$ cat src/rtl/trng_pkg.sv
// Shared definitions for the TRNG core: FSM encoding, parameter defaults and
// the width of the repetition-count run counter.
package trng_pkg;

  typedef enum logic [1:0] {
    ST_IDLE    = 2'd0,
    ST_COLLECT = 2'd1,
    ST_FAIL    = 2'd2
  } trng_state_e;

  localparam int unsigned DEF_WIDTH     = 8;
  localparam int unsigned DEF_LANES     = 4;
  localparam int unsigned DEF_REP_LIMIT = 32;

  // Wide enough for any REP_LIMIT up to 255.
  localparam int unsigned RUN_BITS = 8;

endpackage

$ cat src/rtl/trng_health.sv
// Repetition-count health test: trips when REP_LIMIT consecutive identical
// samples are seen. A run counter of zero means no previous sample exists yet.
module trng_health
  import trng_pkg::*;
#(
  parameter int unsigned REP_LIMIT = DEF_REP_LIMIT
) (
  input  logic clk,
  input  logic rst,
  input  logic sample,
  input  logic sample_en,
  output logic trip
);

  logic [RUN_BITS-1:0] run;
  logic [RUN_BITS-1:0] run_next;
  logic                prev;

  always_comb begin
    run_next = run;
    if (run == '0 || sample != prev) begin
      run_next = RUN_BITS'(1);
    end else if (run != '1) begin
      run_next = run + RUN_BITS'(1);
    end
  end

  assign trip = sample_en && (run_next >= RUN_BITS'(REP_LIMIT));

  always_ff @(posedge clk) begin
    if (rst) begin
      run  <= '0;
      prev <= 1'b0;
    end else if (sample_en) begin
      run  <= run_next;
      prev <= sample;
    end
  end

endmodule

$ cat src/rtl/trng_core.sv
// TRNG core: synchronised oscillator lanes folded by XOR, von Neumann debiased
// into a word accumulator, with a valid/ready output and a sticky health trip.
//
//   state      | meaning
//   -----------+-----------------------------------------------------------
//   ST_IDLE    | not collecting; accumulator and count retained
//   ST_COLLECT | one folded sample per cycle, pairs debiased into the word
//   ST_FAIL    | health test tripped; outputs forced quiet until rst
module trng_core
  import trng_pkg::*;
#(
  parameter int unsigned WIDTH     = DEF_WIDTH,
  parameter int unsigned LANES     = DEF_LANES,
  parameter int unsigned REP_LIMIT = DEF_REP_LIMIT
) (
  input  logic             clk,
  input  logic             rst,
  input  logic             enabled,
  input  logic [LANES-1:0] entropy_in,
  input  logic             ready,
  output logic [WIDTH-1:0] number,
  output logic             valid,
  output logic             health_fail
);

  localparam int unsigned CNT_BITS = $clog2(WIDTH + 1);

  trng_state_e         state;
  trng_state_e         state_next;
  logic [LANES-1:0]    sync1;
  logic [LANES-1:0]    sync2;
  logic                f;
  logic                phase;
  logic                first_bit;
  logic                trip;
  logic                health_clr;
  logic                collecting;
  logic                yield;
  logic                full;
  logic                load;
  logic                accept;
  logic [WIDTH-1:0]    acc;
  logic [WIDTH-1:0]    number_q;
  logic [CNT_BITS-1:0] count;

  assign f          = ^sync2;
  assign collecting = (state == ST_COLLECT) && !trip;
  assign yield      = collecting && phase && (first_bit != f);
  assign full       = (count == CNT_BITS'(WIDTH));
  // A full word may transfer out of IDLE as well; only FAIL (or its entry) blocks it.
  assign load       = full && (!valid || ready) && (state != ST_FAIL) && !trip;
  assign accept     = yield && (!full || load);
  assign health_clr = rst || (state == ST_IDLE);

  trng_health #(
    .REP_LIMIT(REP_LIMIT)
  ) u_health (
    .clk      (clk),
    .rst      (health_clr),
    .sample   (f),
    .sample_en(state == ST_COLLECT),
    .trip     (trip)
  );

  always_ff @(posedge clk) begin
    if (rst) begin
      state <= ST_IDLE;
    end else begin
      state <= state_next;
    end
  end

  always_comb begin
    state_next = state;
    case (state)
      ST_IDLE: begin
        if (enabled) state_next = ST_COLLECT;
      end
      ST_COLLECT: begin
        if (trip)          state_next = ST_FAIL;
        else if (!enabled) state_next = ST_IDLE;
      end
      ST_FAIL: state_next = ST_FAIL;
      default: state_next = ST_IDLE;
    endcase
  end

  always_ff @(posedge clk) begin
    if (rst) begin
      sync1     <= '0;
      sync2     <= '0;
      phase     <= 1'b0;
      first_bit <= 1'b0;
      acc       <= '0;
      count     <= '0;
      number_q  <= '0;
      valid     <= 1'b0;
    end else begin
      sync1 <= entropy_in;
      sync2 <= sync1;

      if (collecting) begin
        phase <= ~phase;
        if (!phase) first_bit <= f;
      end else begin
        phase <= 1'b0;
      end

      if (load) begin
        number_q <= acc;
        count    <= accept ? CNT_BITS'(1) : '0;
      end else if (accept) begin
        count <= count + CNT_BITS'(1);
      end

      // The debiased bit of a (0,1)/(1,0) pair equals its first sample.
      if (accept) acc <= {acc[WIDTH-2:0], first_bit};

      if (trip || state == ST_FAIL) valid <= 1'b0;
      else if (load)                valid <= 1'b1;
      else if (ready)               valid <= 1'b0;
    end
  end

  assign number      = (state == ST_FAIL) ? '0 : number_q;
  assign health_fail = (state == ST_FAIL);

endmodule
$ cat config.mk
export PLATFORM = sky130hd
export DESIGN_NAME = trng_core
export DESIGN_NICKNAME = d
export VERILOG_FILES = /design/src/rtl/trng_pkg.sv /design/src/rtl/trng_health.sv /design/src/rtl/trng_core.sv
export SDC_FILE = /design/constraint.sdc
export NUM_CORES = 1
export LEC_CHECK = 0
export BUFFER_PORTS_ARGS = -buffer_cell sky130_fd_sc_hd__buf_2
export CAP_MARGIN = 0
export CORE_MARGIN = 4
export CORE_UTILIZATION = 35
export CTS_CLUSTER_SIZE = 14
export DETAILED_ROUTE_END_ITERATION = 12
export REMOVE_ABC_BUFFERS = 1
export SLEW_MARGIN = 5
export SYNTH_ARGS = -nofsm -noshare
export SYNTH_HDL_FRONTEND = slang
export SYNTH_SLANG_ARGS = --single-unit
$ cat constraint.sdc
create_clock -name clk -period 2.9 [get_ports clk]
set_clock_uncertainty 0.2 [all_clocks]
set_input_delay 0 -clock clk [delete_from_list [all_inputs] [get_ports clk]]
set_output_delay 0 -clock clk [all_outputs]
set_load 0.02 [all_outputs]
Word-level counts from Yosys, hierarchy flattened
Cells that the tools add are included.
{"block": "totals", "ff_bits": 42, "in_bits": 8, "out_inout_bits": 10, "elab_cells": 62}
{"block": "classes", "addsub": 2, "order_cmp": 1, "eq_ne": 9, "mux": 12, "bitwise": 2, "reduce_logical": 25}
{"operator": "2-to-1 mux 8 bit", "n": 3}
{"operator": "adder 8 x 1 -> 8 bit (second input constant)", "n": 1}
{"operator": ">= comparator 8 x 6 -> 1 bit (second input constant)", "n": 1}
{"operator": "logical AND 1 bit", "n": 8}
{"operator": "logical NOT 8 bit", "n": 1}
{"operator": "2-to-1 mux 4 bit", "n": 2}
{"operator": "!= test 8 bit (second input constant)", "n": 1}
{"operator": "2-to-1 mux 2 bit", "n": 3}
{"operator": "one-hot mux 2 bit (3 select lines)", "n": 1}
{"operator": "logical OR 1 bit", "n": 5}
{"operator": "adder 4 x 1 -> 4 bit (second input constant)", "n": 1}
{"operator": "equality test 4 bit (second input constant)", "n": 1}
{"operator": "!= test 2 bit (second input constant)", "n": 2}
{"operator": "AND reduction 2 bit", "n": 2}
{"operator": "nonzero test 2 bit", "n": 2}
{"operator": "OR reduction 2 bit", "n": 2}
{"operator": "XOR reduction 4 bit", "n": 1}
{"operator": "logical NOT 1 bit", "n": 3}
{"operator": "2-to-1 mux 1 bit", "n": 3}
{"operator": "!= test 3 bit (second input constant)", "n": 1}
{"operator": "equality test 2 x 1 -> 1 bit (second input constant)", "n": 1}
{"operator": "equality test 2 bit (second input constant)", "n": 1}
{"operator": "logical NOT 2 bit", "n": 1}
{"operator": "!= test 1 bit", "n": 2}
{"operator": "inverter 1 bit", "n": 2}

Depth between registers and ports, before layout
{"block": "depth", "depth_word": 13, "ltp_mapped": 8, "ltp_nobuf": 7}

Cells and area by module
Synthesis repeated with hierarchy kept, for this count alone.
{"block": "unflattened", "hier_cells": 215, "hier_area_um2": 2060.7}
{"module": "trng_core", "n_inst": 1, "cells_each": 149, "area_each_um2": 1460.2, "seq_area_each_um2": 660.6}
{"module": "trng_health", "n_inst": 1, "cells_each": 66, "area_each_um2": 600.6, "seq_area_each_um2": 180.2}

Worst setup path before layout
OpenSTA, ideal clock, no wires.
{"block": "synth_path", "path_kind": "flip-flop to flip-flop", "startpoint": "register u_health.run[0]", "endpoint": "register count[2]", "setup_ns": 0.070, "arrival_ns": 2.062, "required_time_ns": 2.630, "slack_ns": 0.567, "path_stages_with_launch": 8, "path_buffers": 1, "period_less_slack_ns": 2.333, "cell_sequence": "dfxtp_1 ha_1 clkbuf_1 nor4b_2 nand4_1 a311o_1 or4_1 a21oi_1"}
{"block": "synth_between", "elab_chain_cells": 11, "word_cells_on_any_way": 17, "classes_between": "add/sub (1); order compare (1); eq/ne (1); mux (3); reduce/logical (11)"}
{"item": "start, declared", "line_no": "trng_health.sv:15", "rtl": "logic [RUN_BITS-1:0] run;"}
{"item": "start signal, assigned", "line_no": "trng_health.sv:35", "rtl": "run <= run_next;"}
{"item": "adder 8 x 1 -> 8 bit, or another cell as far along", "line_no": "trng_health.sv:24", "rtl": "run_next = run + RUN_BITS'(1);"}
{"item": "2-to-1 mux 8 bit / logical OR 1 bit (equally long branches)", "line_no": "trng_health.sv:23, trng_health.sv:21"}
{"item": "2-to-1 mux 8 bit *", "line_no": "trng_health.sv:21", "rtl": "if (run == '0 || sample != prev) begin"}
{"item": ">= comparator 8 x 6 -> 1 bit *", "line_no": "trng_health.sv:28", "rtl": "assign trip = sample_en && (run_next >= RUN_BITS'(REP_LIMIT));"}
{"item": "logical AND 1 bit *", "line_no": "trng_health.sv:28"}
{"item": "logical NOT 1 bit *", "line_no": "trng_core.sv:47, trng_core.sv:51"}
{"item": "logical AND 1 bit", "line_no": "trng_core.sv:47", "rtl": "assign collecting = (state == ST_COLLECT) && !trip;"}
{"item": "logical AND 1 bit (2 in series)", "line_no": "trng_core.sv:48", "rtl": "assign yield = collecting && phase && (first_bit != f);"}
{"item": "logical AND 1 bit", "line_no": "trng_core.sv:52", "rtl": "assign accept = yield && (!full || load);"}
{"item": "nonzero test 2 bit (no line)"}
{"item": "end signal, assigned", "line_no": "trng_core.sv:111", "rtl": "count <= accept ? CNT_BITS'(1) : '0;"}
{"item": "end signal, assigned", "line_no": "trng_core.sv:113", "rtl": "count <= count + CNT_BITS'(1);"}
{"item": "end, declared", "line_no": "trng_core.sv:44", "rtl": "logic [CNT_BITS-1:0] count;"}
Every way passes the cells marked *; elsewhere a longest branch is shown, timed or not.
A chain may end at the register's enable or synchronous reset.

Final worst setup path
Same ends and word-level chain as after synthesis.

==> metrics.yaml <==
die_w_um: 83.9
cp.arrival_ps: 2700
nFillCells: 568
pre_cts_ws_ps: 309
cp_cell_sequence: "ha_1 -> nor4b_2 -> nand4_1 -> a311o_1 -> or4_1 -> a21oi_1"
initial_utilization_pct: 36.4
worst_setup_path_start_kind: "register"
wl_um: 4300
antenna_found_initial: 0
crit_required_ps: 2930
use_met1_pct: 17.6
maxCapViolCount: 0
core_um2: 5540
cts.htree.levels: 2
cpPeakStageDelay_ps: 580
crit_fanout: 13
synthTopCellsByCount: "42 x dfxtp_1, 23 x a21oi_1, 23 x o21ai_0"
hold_ws_ps: 238
hp-class: "reg2reg"
multi_input_area_um2: 1100
drive_gt1_share_pct: 12.7
cp.depth: 6
wire_per_inst_um: 12.9
clockPowerShare_pct: 44.9
p_per_area_nw_per_um2: 505
grt_pass1_vias: 1670
synth-async-reset-ratio_pct: 0
cts_tree: "done"
slowest_stage: "a311o_1"
nNetsFinal: 271
syn_area_um2: 2020
ys.flop_type: "dfxtp_1"
dieArea_um2: 7040
maxSlewViolCount: 0
cpLargestDelayFamily: "simple AND/OR/NAND/NOR gates"
vias: 1749
grt_usage_pct: 13.2
die_h_um: 83.9
cp-end-kind: "register"
worst_r2r_path_depth: 6
synth.top_cell.area_share_pct: 41.7
fmax_mhz: 375
drc: 0
postRouteAntennaNets: 0
period_share_pct: 92.1
status: "finished clean"
swShare_pct: 20.7
p_leak_uw: 0.000876
diodes: 0
yosysMostFrequentCell: "dfxtp_1"
postCtsSetupRepairBufs: 0
grt_pass1_wl_um: 7730
p_switching_uw: 253
synth_cell_types: 42
synth_seq_cells: 42
synth_area_leaders: "dfxtp_1 42%, a21oi_1 5.7%, o21ai_0 5.7%"
setup_violations: 0
gr-usage-met2_pct: 21.2
clkLatencyLatePin_ps: 290
via_per_inst: 5.27
relSlewSlack_pct: 30.8
tightest_slew_ps: 1030
cts.clk_slew.worst_paths_ps: 80
yosys_warnings: 0
crit_type: "reg2reg"
dr.pass1.iters: 4
floorplan.rows: 27
synth-edff-count: 0
synth_cells: 231
grt_max_degree: 24
layout_min_cycle_time_ps: 2670
place_congestion: 0.791
ff_latch_area_um2: 841
cts.sinks: 42
yosysSeqAreaShare_pct: 41.7
finalHoldViolCount: 0
root_buffer: "clkbuf_8"
rsz0062_at_grt: "no"
hold_depth: 1
setup_ws_ps: 230
met3_usage_pct: 3.06
comb_power_share_pct: 6.8
ir_drop_v: 0.000342
cts_buffers: 5
io_pins: 18
grt_overflow: 0
avgSynthCellArea_um2: 8.73
cts_buffer_depth: 2
drt_iter0_markers: 79
areaGrowthSynthToFinish_pct: 20.2
setup_tns_ps: 0
seqPwrFrac_pct: 48.3
grt.busiest_layer: "met2"
total_power_uw: 1220
yosys.area.top_type: "dfxtp_1"
hpwlAfterDp_um: 2920
p_int_uw: 971
portBuffers: 17
path_buf_inv: 0
-- cell usage in the layout (no fill, tap or decap), types with 2 or more instances in the layout --
| cell | netlist | routed |
|---|---|---|
| a21oi_1 | 23 | 23 |
| a221oi_1 | 2 | 2 |
| a31oi_1 | 5 | 5 |
| and3_1 | 3 | 3 |
| buf_2 | 1 | 17 |
| buf_4 | 0 | 3 |
| bufinv_16 | 0 | 2 |
| clkbuf_8 | 0 | 5 |
| dfxtp_1 | 42 | 42 |
| dlygate4sd3_1 | 0 | 11 |
| ha_1 | 4 | 4 |
| inv_1 | 9 | 9 |
| nand2_1 | 11 | 11 |
| nand3_1 | 21 | 21 |
| nand4_1 | 5 | 5 |
| nand4b_1 | 2 | 2 |
| nor2_1 | 10 | 10 |
| nor2b_1 | 18 | 18 |
| nor3_1 | 11 | 11 |
| nor3b_1 | 2 | 2 |
| nor4_1 | 3 | 3 |
| o21ai_0 | 23 | 23 |
| or3_1 | 2 | 2 |
| xnor2_1 | 2 | 2 |
| xor2_1 | 3 | 3 |
-- kinds of logic (layout without fill, tap and decap cells) --
group | count (synthesis) | after routing | share of synthesized area (%)
buffers and inverters | 19 | 48 | 3.60
DFF | 42 | 42 | 41.7
adders and majority gates | 4 | 4 | 2.48
xor gates and xnor gates | 9 | 9 | 7.01
and+or+nand+nor | 95 | 95 | 26.7
AOI/OAI and AO/OA | 62 | 62 | 18.5
-- metrics by stage --
| step | instance area [um^2] | cells | utilization, % |
|---|---|---|---|
| final | 2420 | 332 | 43.7 |
| after global routing | 2420 | 332 | 43.7 |
| after CTS | 2420 | 332 | 43.7 |
| after detailed placement | 2180 | 313 | 39.3 |
| after global placement | 2180 | 313 | 39.3 |
| after floorplan | 1980 | 221 | - |
-- repair_timing --
| item | in CTS | in global routing |
|---|---|---|
| endpoints found under the setup margin | 0 | 0 |
| hold buffers | 11 | 0 |
| gates resized for setup | 0 | 0 |
| hold endpoints to repair | 19 | 0 |
-- state kept, by name (all words and copies together), names as in the netlist --
| name | flops |
|---|---|
| acc | 8 |
| u_health.prev | 1 |
| first_bit | 1 |
| valid | 1 |
| sync2 | 4 |
| phase | 1 |
| number_q | 8 |
| u_health.run | 8 |
| state | 2 |
| count | 4 |
| sync1 | 4 |
-- routing by layer --
metal | vias to the layer above | share of wire, %
met2 | 37 | 47
li1 | 899 | -
met1 | 808 | 48
met5 | - | 0
met4 | 0 | 0.95
met3 | 5 | 4.7
-- path summary, 6_finish.rpt --
check / start / slack (ps) / end
hold reg to reg: sync1[2]$_SDFF_PP0_ / 240 / sync2[2]$_SDFF_PP0_
setup / recovery: u_health.run[0]$_SDFFE_PP0N_ / 230 / count[2]$_SDFFE_PP0P_
hold / removal: sync1[2]$_SDFF_PP0_ / 240 / sync2[2]$_SDFF_PP0_
setup reg to reg: u_health.run[0]$_SDFFE_PP0N_ / 230 / count[2]$_SDFFE_PP0P_
-- power by group through the flow --
stage | Combinational (uW) | Sequential (uW) | Clock, uW
floorplan | 49.7 | 604 | 0
global placement | 71.3 | 605 | 0
detailed placement | 72.0 | 605 | 0
CTS | 83.4 | 591 | 565
global route | 91.2 | 593 | 593
finish | 83.1 | 591 | 549
-- final cells by class --
type | instances | area share, %
Clock buffer | 5 | 2.84
Clock inverter | 3 | 2.84
Inverter | 9 | 1.39
Multi-Input combinational cell | 170 | 45.5
Sequential cell | 42 | 34.7
Tap cell | 72 | 3.72
Timing Repair Buffer | 31 | 8.98
Note: power is estimated with default switching activity, not from simulation.
